### config.mk
export PLATFORM = sky130hd
export DESIGN_NAME = booth_mult_r4
export DESIGN_NICKNAME = d
export VERILOG_FILES = /design/src/rtl/booth_pkg.sv /design/src/rtl/booth_r4_encoder.sv /design/src/rtl/booth_mult_r4.sv
export SDC_FILE = /design/constraint.sdc
export NUM_CORES = 1
export LEC_CHECK = 0
export ABC_AREA = 1
export CORE_MARGIN = 4
export CORE_UTILIZATION = 51
export DETAILED_ROUTE_END_ITERATION = 6
export PLACE_DENSITY = 0.77
export SYNTH_ARGS = -nofsm -noshare
export SYNTH_HDL_FRONTEND = slang
export SYNTH_HIERARCHICAL = 1
export SYNTH_SLANG_ARGS = --single-unit
export TNS_END_PERCENT = 10
### constraint.sdc
create_clock -name clk -period 3.4 [get_ports clk]
set_clock_uncertainty 0.2 [all_clocks]
set_input_delay 0.34 -clock clk [delete_from_list [all_inputs] [get_ports clk]]
set_output_delay 0.34 -clock clk [all_outputs]
set_load 0.05 [all_outputs]
### src/rtl/booth_pkg.sv
// Shared types for the radix-4 Booth multiplier: FSM states, recoded digit, digit count.
package booth_pkg;

  typedef enum logic [1:0] {
    IDLE = 2'd0,
    CALC = 2'd1,
    DONE = 2'd2
  } booth_state_e;

  // One radix-4 digit in sign/magnitude select form: value = (neg ? -1 : 1) * (one ? 1 : two ? 2 : 0).
  typedef struct packed {
    logic neg;
    logic one;
    logic two;
  } booth_digit_t;

  // Operands are extended by two bits, so the extended multiplier yields width/2+1 digits.
  function automatic int booth_num_digits(input int width);
    return width / 2 + 1;
  endfunction

endpackage

### src/rtl/booth_r4_encoder.sv
// Combinational radix-4 Booth recoder: triplet {b[2i+1], b[2i], b[2i-1]} to a select digit.
module booth_r4_encoder
  import booth_pkg::*;
(
  input  logic [2:0]   i_triplet,
  output booth_digit_t o_digit
);

  always_comb begin
    // NOTE: default every field first so no path through the case leaves a latch behind.
    o_digit = '0;
    case (i_triplet)
      3'b001, 3'b010: o_digit.one = 1'b1;
      3'b011:         o_digit.two = 1'b1;
      3'b100:         begin o_digit.neg = 1'b1; o_digit.two = 1'b1; end
      3'b101, 3'b110: begin o_digit.neg = 1'b1; o_digit.one = 1'b1; end
      default:        o_digit = '0;
    endcase
  end

endmodule

### src/rtl/booth_mult_r4.sv
// Iterative radix-4 Booth multiplier, two multiplier bits per cycle, start/busy/done handshake.
// Define BOOTH_ACCUM_EN to add the acc_en port and accumulate-into-product completion.
module booth_mult_r4
  import booth_pkg::*;
#(
  parameter int WIDTH = 16
) (
  input  logic                 clk,
  input  logic                 reset,
  input  logic                 start,
  input  logic [WIDTH-1:0]     in_A,
  input  logic [WIDTH-1:0]     in_B,
  input  logic                 signed_mode,
`ifdef BOOTH_ACCUM_EN
  input  logic                 acc_en,
`endif
  output logic                 busy,
  output logic                 done,
  output logic [2*WIDTH-1:0]   product
);

  localparam int N     = booth_num_digits(WIDTH);
  localparam int EXT_W = WIDTH + 2;
  localparam int ACC_W = 2 * EXT_W;
  localparam int CNT_W = $clog2(N + 1);

  booth_state_e r_state, w_state_next;

  logic [EXT_W-1:0]        r_a;
  logic [EXT_W:0]          r_b;      // extended multiplier with the implicit 0 below its LSB
  logic [ACC_W-1:0]        r_acc;
  logic [CNT_W-1:0]        r_cnt;

  booth_digit_t            w_digit;
  logic signed [EXT_W:0]   w_mag;
  logic signed [EXT_W:0]   w_pp;
  logic signed [EXT_W:0]   w_sum;
  logic [ACC_W:0]          w_wide;
  logic [ACC_W-1:0]        w_acc_next;
  logic [EXT_W-1:0]        w_a_ext;
  logic [EXT_W-1:0]        w_b_ext;
  logic [2*WIDTH-1:0]      w_base;
  logic                    w_accept;
  logic                    w_last;

  booth_r4_encoder u_enc (
    .i_triplet (r_b[2:0]),
    .o_digit   (w_digit)
  );

  assign w_a_ext = signed_mode ? {{2{in_A[WIDTH-1]}}, in_A} : {2'b00, in_A};
  assign w_b_ext = signed_mode ? {{2{in_B[WIDTH-1]}}, in_B} : {2'b00, in_B};

  assign w_mag  = w_digit.one ? $signed({r_a[EXT_W-1], r_a}) :
                  w_digit.two ? $signed({r_a, 1'b0}) : '0;
  assign w_pp   = w_digit.neg ? -w_mag : w_mag;

  // One guard bit on the upper-half sum keeps the pre-shift value from overflowing.
  assign w_sum      = $signed({r_acc[ACC_W-1], r_acc[ACC_W-1:EXT_W]}) + w_pp;
  assign w_wide     = {w_sum, r_acc[EXT_W-1:0]};
  assign w_acc_next = {w_wide[ACC_W], w_wide[ACC_W:2]};

  assign w_accept = (r_state == IDLE) && start;
  assign w_last   = (r_state == CALC) && (r_cnt == CNT_W'(1));

`ifdef BOOTH_ACCUM_EN
  logic r_acc_en;
  assign w_base = r_acc_en ? product : '0;
`else
  assign w_base = '0;
`endif

  // NOTE: sequential state uses non-blocking assignments so every register samples pre-edge values.
  always_ff @(posedge clk or posedge reset) begin
    if (reset) r_state <= IDLE;
    else       r_state <= w_state_next;
  end

  always_comb begin
    w_state_next = r_state;
    case (r_state)
      IDLE:    if (start) w_state_next = CALC;
      CALC:    if (w_last) w_state_next = DONE;
      DONE:    w_state_next = IDLE;
      default: w_state_next = IDLE;
    endcase
  end

  always_comb begin
    busy = 1'b0;
    done = 1'b0;
    case (r_state)
      CALC:    busy = 1'b1;
      DONE:    begin busy = 1'b1; done = 1'b1; end
      default: ;
    endcase
  end

  // NOTE: the operand registers are reset along with the control state; they are few bits and it keeps the datapath deterministic after reset.
  always_ff @(posedge clk or posedge reset) begin
    if (reset) begin
      r_a     <= '0;
      r_b     <= '0;
      r_acc   <= '0;
      r_cnt   <= '0;
      product <= '0;
`ifdef BOOTH_ACCUM_EN
      r_acc_en <= 1'b0;
`endif
    end else if (w_accept) begin
      r_a   <= w_a_ext;
      r_b   <= {w_b_ext, 1'b0};
      r_acc <= '0;
      r_cnt <= CNT_W'(N);
`ifdef BOOTH_ACCUM_EN
      r_acc_en <= acc_en;
`endif
    end else if (r_state == CALC) begin
      r_acc <= w_acc_next;
      r_b   <= {2'b00, r_b[EXT_W:2]};
      r_cnt <= r_cnt - CNT_W'(1);
      if (w_last) product <= w_base + w_acc_next[2*WIDTH-1:0];
    end
  end

endmodule

## Word level (Yosys, flattened, before mapping)

Cells that the tools add are included.

| cells by class | value |
|---|---|
| add/subtract/negate cells | 3 |
| magnitude comparators | 0 |
| multiply operators | 0 |
| bitwise gates (word level) | 1 |
| shift operators | 0 |
| equal/unequal tests | 11 |
| reductions and logical operators | 10 |
| multiplexer cells | 19 |
| divide/modulo/power cells | 0 |

Operators by type and width:

| operator | number |
|---|---|
| $mux 19 | 5 |
| $mux 36 | 2 |
| $mux 18 | 2 |
| $add 18x19->19 | 1 |
| $neg 19->19 | 1 |
| $eq 3x3->1 const B | 3 |
| $mux 4 | 2 |
| $eq 3x2->1 const B | 2 |
| $mux 1 | 5 |
| $eq 4x1->1 const B | 1 |
| $mux 2 | 2 |
| $ne 2x2->1 const B | 2 |
| $pmux 2 s2 | 1 |
| $reduce_or 2->1 | 2 |
| $reduce_or 4->1 | 1 |
| $sub 4x1->4 const B | 1 |
| $eq 3x1->1 const B | 1 |
| $reduce_and 3->1 | 1 |
| $reduce_or 3->1 | 1 |
| $eq 2x1->1 const B | 1 |
| $eq 2x2->1 const B | 1 |
| $logic_and 1x1->1 | 2 |
| $logic_not 2->1 | 1 |
| $reduce_and 2->1 | 1 |
| other kinds (2) | 2 |

| word-level totals | value |
|---|---|
| register bits after elaboration | 111 |
| bits in read-only memories | 0 |
| bits of input ports | 36 |
| logic and storage cells | 50 |
| bits in latches | 0 |
| memories kept | 0 |
| output and inout port bits | 34 |
| bits in writable memories | 0 |

## Longest topological paths before layout

Gate-level depths: netlist of run 1.

| depth | value |
|---|---|
| depth in word-level cells | 10 |
| gate-level depth with buffers | 28 |
| depth with buffers taken out | 27 |

## Modules after synthesis

The synthesis of run 1 kept the hierarchy.

Modules (own cells, without submodules):

| module | cells each | seq. area each (um2) | area each (um2) | times used |
|---|---|---|---|---|
| booth_mult_r4 | 761 | 2652.5 | 6008.3 | 1 |
| booth_r4_encoder | 9 | 0.0 | 37.5 | 1 |

## Least setup slack after synthesis of run 1

Ideal clock, no wire load.

| timing path | value |
|---|---|
| path kind | reg2reg |
| start | register r_b[0] |
| end | register product[29] |
| period minus slack after synthesis | 3.338 ns |
| buffers on the path | 2 |
| data required time | 3.082 ns |
| arrival time | 3.020 ns |
| slack | 0.062 ns |
| stages on the path, launching flop included | 24 |
| cells stage by stage | dfrtp_1 > nand2_1 > inv_1 > nor2_1 > buf_6 > buf_12 > nand2_1 > nand2_1 > inv_2 > ha_1 > nand3_1 > nor2_2 > a31oi_1 > xor2_1 > inv_1 > ha_1 > a21oi_1 > o21a_1 > nor2_1 > nor2_1 > o21ai_0 > or2_2 > nand3_1 > nand2_1 |

RTL lines:

| what | line | source |
|---|---|---|
| from (decl) | booth_mult_r4.sv:30 | `logic [EXT_W:0] r_b;` |
| from (signal assigned) | booth_mult_r4.sv:112 | `r_b <= {w_b_ext, 1'b0};` |
| from (signal assigned) | booth_mult_r4.sv:120 | `r_b <= {2'b00, r_b[EXT_W:2]};` |
| to (signal assigned) | booth_mult_r4.sv:122 | `if (w_last) product <= w_base + w_acc_next[2*WIDTH-1:0];` |
| to (decl) | booth_mult_r4.sv:19 | `output logic [2*WIDTH-1:0] product` |

==> results of run 1 <==
[metrics by stage]
stage | cells | area, µm² | setup TNS [ns] | worst slack, ns
2_1_floorplan | 770 | 6046 | 0 | 0.06218
3_3_place_gp | 1007 | 7164 | -0.3252 | -0.06926
3_5_place_dp | 1007 | 7164 | -0.9319 | -0.1531
4_1_cts | 1026 | 7629 | -0.02858 | -0.01122
5_1_grt | 1036 | 8036 | -4.710 | -0.3471
6_report | 1036 | 8036 | -0.4254 | -0.1288
[timing repair]
item                                    4_1_cts  5_1_grt
setup buffers                                 3        9
hold buffers                                  0        0
cloned                                        0        1
gates resized for setup                      36       72
pin swaps                                    17       34
endpoints found under the setup margin       15       25
[layout by cell type, fill, tap and decap left out, types with 4 or more instances in the layout]
cell,synthesis,layout
a21oi_2,0,11
o21ai_0,46,38
nand2_4,1,8
o211ai_1,6,6
buf_4,0,54
nand2_2,19,27
nand3_1,44,34
xnor2_1,7,6
nand2_1,257,242
o22ai_1,13,13
ha_4,0,10
nor2_4,4,9
clkdlybuf4s50_1,0,69
nor2_2,8,12
ha_1,26,15
inv_1,63,59
a21oi_1,23,11
buf_6,4,4
o21ai_1,6,10
xor2_1,17,16
clkbuf_16,0,10
nand3_2,4,12
nand4_1,6,6
inv_2,8,11
nor2_1,49,40
o21ai_2,1,5
dfrtp_1,106,106
[area by class of cell]
| class | instances | area, µm² |
|---|---|---|
| clock inverters | 6 | 56.30 |
| fillers | 936 | 3480 |
| inverters | 73 | 279.0 |
| well taps | 143 | 178.9 |
| repair buffers | 132 | 1241 |
| clock buffers | 10 | 229.0 |
| multi-input cells | 566 | 3400 |
| flip-flops and latches | 106 | 2653 |
[cell families after synthesis]
family	after synthesis	synth area share [%]
simple gates	403	29.01
compound gates	112	10.72
flops	106	43.87
buf+inv	98	7.202
fa+ha+maj	27	5.712
xor+xnor	24	3.477
[worst min-delay path by stage]
stage                      from           to  slack (ns)  cells past startpoint
floorplan              r_acc[2]   product[0]        0.25                      2
global route         product[3]   product[3]        0.31                      2
global placement     product[0]   product[0]        0.26                      2
finish                    reset      r_b[15]        0.28                      2
CTS                 product[16]  product[16]        0.28                      2
detailed placement  product[16]  product[16]        0.26                      2
[sequential cells by signal, indices dropped and copies added (netlist names)]
signal / flops
r_cnt: 4
product: 32
r_acc: 33
r_state: 2
r_b: 18
r_a: 17
[metal layers]
metal | part of all wire [%] | vias to the layer above
met5 | 0 | -
met1 | 44 | 2575
met4 | 3.1 | 0
met2 | 48 | 163
li1 | - | 2725
met3 | 5.0 | 35
==> reports/results.ini, run 1 <==
[grt]
use_met3_pct=3.033
grt_max_degree=62
grt_util_met1_pct=30.98
grt_pass1_wl_um=24950
grt_pass1_vias=5241
top_usage_layer=met2
grt.overflow.total=0
met2_usage_pct=38.00
antenna_found_initial=0
track_usage_pct=23.10

[critical_path]
reg2reg_depth=23
path_cells=nand2_1 -> inv_2 -> nor2_4 -> inv_4 -> buf_8 -> nand3_4 -> nand2_4 -> nor2_1 -> nand2_1 -> nor2_4 -> nand2_4 -> nand2_2 -> xor2_1 -> inv_1 -> ha_4 -> a21o_1 -> a31oi_2 -> nor2_1 -> nor2_2 -> nand2_1 -> or2_4 -> nand3_2 -> nand2_1
critPathKind=flip-flop to flip-flop
cp-end-kind=flip-flop
crit_path_max_incr_delay_ns=0.42
cp_max_fo=5
path_buf_inv=4
critical_path_depth=23
cp_slowest_cell=dfrtp_1
rr_startpoint=r_b[0]
startpoint=r_b[0]
required_ns=3.45
r2r_slack_ns=-0.13
crit_end=product[30]
crit_top_cell=nand2_1
crit_arrival_ns=3.58
crit_family=simple AND/OR/NAND/NOR gates
critPathLaunchType=flip-flop
timing.rr.end=product[30]

[logic_synthesis]
ys_seq_area_share_pct=43.87
ys_async_sr_fraction_pct=100.0
synth.largest_area_cell=dfrtp_1
synthDistinctLibCells=43
ys_ff_latch=106
yosysWarnings=6
netlist_top_cells_count=nand2_1 (257), dfrtp_1 (106), inv_1 (63), nor2_1 (49), o21ai_0 (46)
syn-cell-area_mm2=0.006046
syn-num-nets=833
synth_edf_count=0
synth_cells=770
synth_ff_type=dfrtp_1
synthTopCellsByArea=dfrtp_1 (44%), nand2_1 (16%), ha_1 (5.4%), inv_1 (3.9%), o21ai_0 (3.8%)
avgSynthCellArea_um2=7.852
synth_most_common_cell=nand2_1
synth_top_area_share_pct=43.87

[floorplanning]
row_count=39
coreArea_mm2=0.01152
die_area_mm2=0.01366
die_h_um=116.9
ios=70
start_util_pct=52.50
fp.dieW_um=116.9

[routing]
dr.pass1.iters=7
post_drt_wl_per_cell_um=14.95
drt_iter0_markers=365
viasPerCell=5.307
wl_um=15480
remaining_drc_errors=0
num_vias=5498
final_antenna_net_count=0

[clocking]
cts-root-buf=clkbuf_16
path_clk_slew_ns=0.08
cts_sinks=106
cts_made_buffers=9
cts_tree=built
h-tree-depth=3
clockBufferDepth=2
clk_latency_ns=0.36

[timing]
rsz0062_at_grt=yes
min_period_ns=3.529
hold_viol=0
holdWs_ns=0.2770
setup_ws_ns=-0.1288
worstMarginPinSlew_ns=0.7923
fin_crit_sh_pct=103.8
maxSlewHeadroom_pct=47.18
fmax_ghz=0.2834
slew_violations=0
finalSetupViolCount=7

[placed_design]
hpwl_um=10590
numPortBuffers=69
place_congestion=0.8805

[layout]
nets=951
antenna_cells=0
syn_to_final_growth_pct=32.93
final_util_pct=69.78
drive_gt1_share_pct=22.73

[outcome]
violations=negative setup slack
outcome=finished with violations

[hold_path]
hold_class=primary input to async pin

[job]
cap_violations=0

Power of run 1 is not shown: default switching activity piles up to over one toggle a cycle in this logic, so the estimate is an artifact.
==> inputs of run 2 (changes only) <==
CTS_CLUSTER_SIZE = 28   (was unset)
GPL_ROUTABILITY_DRIVEN = 0   (was unset)
==> reports/results.ini, run 2 (same netlist as run 1, synthesis figures left out) <==
[floorplanning]
die_h_um=116.9  ; unchanged
row_count=39  ; unchanged
coreArea_mm2=0.01152  ; unchanged
die_area_mm2=0.01366  ; unchanged
fp.dieW_um=116.9  ; unchanged
start_util_pct=52.50  ; unchanged
ios=70  ; unchanged

[timing]
setup_ws_ns=-0.2983  ; was -0.1288 ns
finalSetupViolCount=17  ; was 7
fmax_ghz=0.2704  ; was 0.2834 GHz
fin_crit_sh_pct=108.8  ; was 103.8%
maxSlewHeadroom_pct=47.71  ; was 47.18%
slew_violations=0  ; unchanged
hold_viol=0  ; unchanged
worstMarginPinSlew_ns=0.7843  ; was 0.7923 ns
rsz0062_at_grt=yes  ; unchanged
min_period_ns=3.698  ; was 3.529 ns

[clocking]
clk_latency_ns=0.35  ; was 0.36 ns
path_clk_slew_ns=0.08  ; about the same
cts-root-buf=clkbuf_16  ; unchanged
cts_made_buffers=9  ; unchanged
clockBufferDepth=2  ; unchanged
cts_tree=built  ; unchanged
cts_sinks=106  ; unchanged
h-tree-depth=3  ; unchanged

[routing]
remaining_drc_errors=0  ; unchanged
drt_iter0_markers=474  ; was 365
post_drt_wl_per_cell_um=15.80  ; was 14.95 µm
viasPerCell=5.488  ; was 5.307
final_antenna_net_count=0  ; unchanged
num_vias=5609  ; was 5,498
wl_um=16140  ; was 15,480 µm
dr.pass1.iters=7  ; unchanged

[layout]
biggestRegsByFlops=r_acc: 33 flops, product: 32 flops, r_b: 18 flops  ; unchanged
final_cell_mix=nand2_1 (236), dfrtp_1 (106), clkdlybuf4s50_1 (69), inv_1 (57), buf_4 (39)  ; was nand2_1 (242), dfrtp_1 (106), clkdlybuf4s50_1 (69), inv_1 (59), buf_4 (54)
antenna_cells=0  ; unchanged
largest_register_ffs=33  ; unchanged
finalNonFillerCells=1022  ; was 1,036
final_util_pct=68.74  ; was 69.78%
syn_to_final_growth_pct=30.94  ; was 32.93%
regMostFlops=r_acc  ; unchanged
fillers=902  ; was 936
nets=937  ; was 951
layout_commonest_cell=nand2_1  ; unchanged
finish.instance_area_mm2=0.007916  ; was 0.008036 mm²
drive_gt1_share_pct=22.75  ; was 22.73%

[critical_path]
reg2reg_depth=22  ; was 23
startpoint=r_b[0]  ; unchanged
cp_max_fo=13  ; was 5
required_ns=3.49  ; was 3.45 ns
rr_startpoint=r_b[0]  ; unchanged
timing.rr.end=r_acc[32]  ; was product[30]
crit_end=r_acc[32]  ; was product[30]
critPathLaunchType=flip-flop  ; unchanged
r2r_slack_ns=-0.30  ; was -0.13 ns
cp-end-kind=flip-flop  ; unchanged
critPathKind=flip-flop to flip-flop  ; unchanged
crit_arrival_ns=3.78  ; was 3.58 ns

[job]
cap_violations=0  ; unchanged

[outcome]
outcome=finished with violations  ; unchanged
violations=negative setup slack  ; unchanged

[placed_design]
hpwl_um=10520  ; was 10,590 µm
place_area_mm2=0.007059  ; was 0.007164 mm²
numPortBuffers=69  ; unchanged
placedCellCount=993  ; was 1,007
post-place-ws_ns=-0.2072  ; was -0.1531 ns

[grt]
grt_pass1_wl_um=24810  ; was 24,950 µm
grt_pass1_vias=5333  ; was 5,241
antenna_found_initial=0  ; unchanged
grt.overflow.total=0  ; unchanged
grt_max_degree=63  ; was 62
track_usage_pct=22.62  ; was 23.10%

[hold_path]
whs_path_depth=2
hold_class=flip-flop to flip-flop  ; was primary input to async pin

-- run 2: cell count changes in the layout (fill, tap and decap cells not counted), moves of 4 or more --
cell,delta
buf_4,-15
ha_2,+4
nand2_1,-6
nand2_2,+9
o21ai_1,+4
-- run 2: repair_timing --
| action | CTS | global route |
|---|---|---|
| cloned | 0 | 1 |
| gates resized for setup | 30 | 89 |
| buffers inserted | 7 | 5 |
| setup endpoints to repair | 15 | 25 |
| pin swaps | 15 | 44 |
| hold buffers | 0 | 0 |
-- run 2: layout make-up --
cell class | instances | area (µm²) | share of cell area (%)
clock buffer | 10 | 229.0 | 2.892
clock inverter | 6 | 56.30 | 0.7112
inverter | 73 | 279.0 | 3.525
multi-input combinational | 566 | 3390 | 42.82
sequential | 106 | 2653 | 33.51
tap | 143 | 178.9 | 2.260
timing repair buffer | 118 | 1131 | 14.29
-- run 2: worst min path at each step --
| stage | start | to | slack, ns |
|---|---|---|---|
| floorplan | r_acc[2] | product[0] | 0.25 |
| global placement | product[1] | product[1] | 0.26 |
| detailed placement | product[18] | product[18] | 0.26 |
| CTS | product[18] | product[18] | 0.28 |
| global route | r_b[12] | r_b[10] | 0.30 |
| finish | product[18] | product[18] | 0.27 |
-- run 2: per-stage QoR --
step                setup TNS [ns]  hold WS (ns)
floorplan                        0        0.2494
global placement          -0.08735        0.2573
detailed placement          -1.688        0.2582
CTS                       -0.09255        0.2769
global route                -5.572        0.2966
finish                      -1.635        0.2744
-- run 2: layer usage --
metal / vias to the layer above / track usage, % / wire (µm)
met5: - / 0 / 0
li1: 2680 / - / -
met1: 2650 / 30.11 / 6740
met3: 49 / 2.828 / 914
met4: 0 / 7.798 / 512
met2: 230 / 38.34 / 7976
-- run 2: critical path, cell delays in order, from the launching register on --
cell and delay (ns):
dfrtp_1 0.45, nor2_4 0.20, nor2_4 0.08, buf_6 0.15, buf_12 0.14, nand2_1 0.05
nand2_1 0.09, inv_1 0.13, nand2_2 0.08, nor2_4 0.12, nand2_2 0.10, o21ai_2 0.21
nand2_1 0.10, xnor2_1 0.22, ha_2 0.36, inv_2 0.09, o21bai_1 0.10, buf_4 0.15
nor2_1 0.15, nand3_1 0.14, a21oi_1 0.17, o21ai_1 0.09, nand2_1 0.06
Power of run 2 is left out for the same reason.
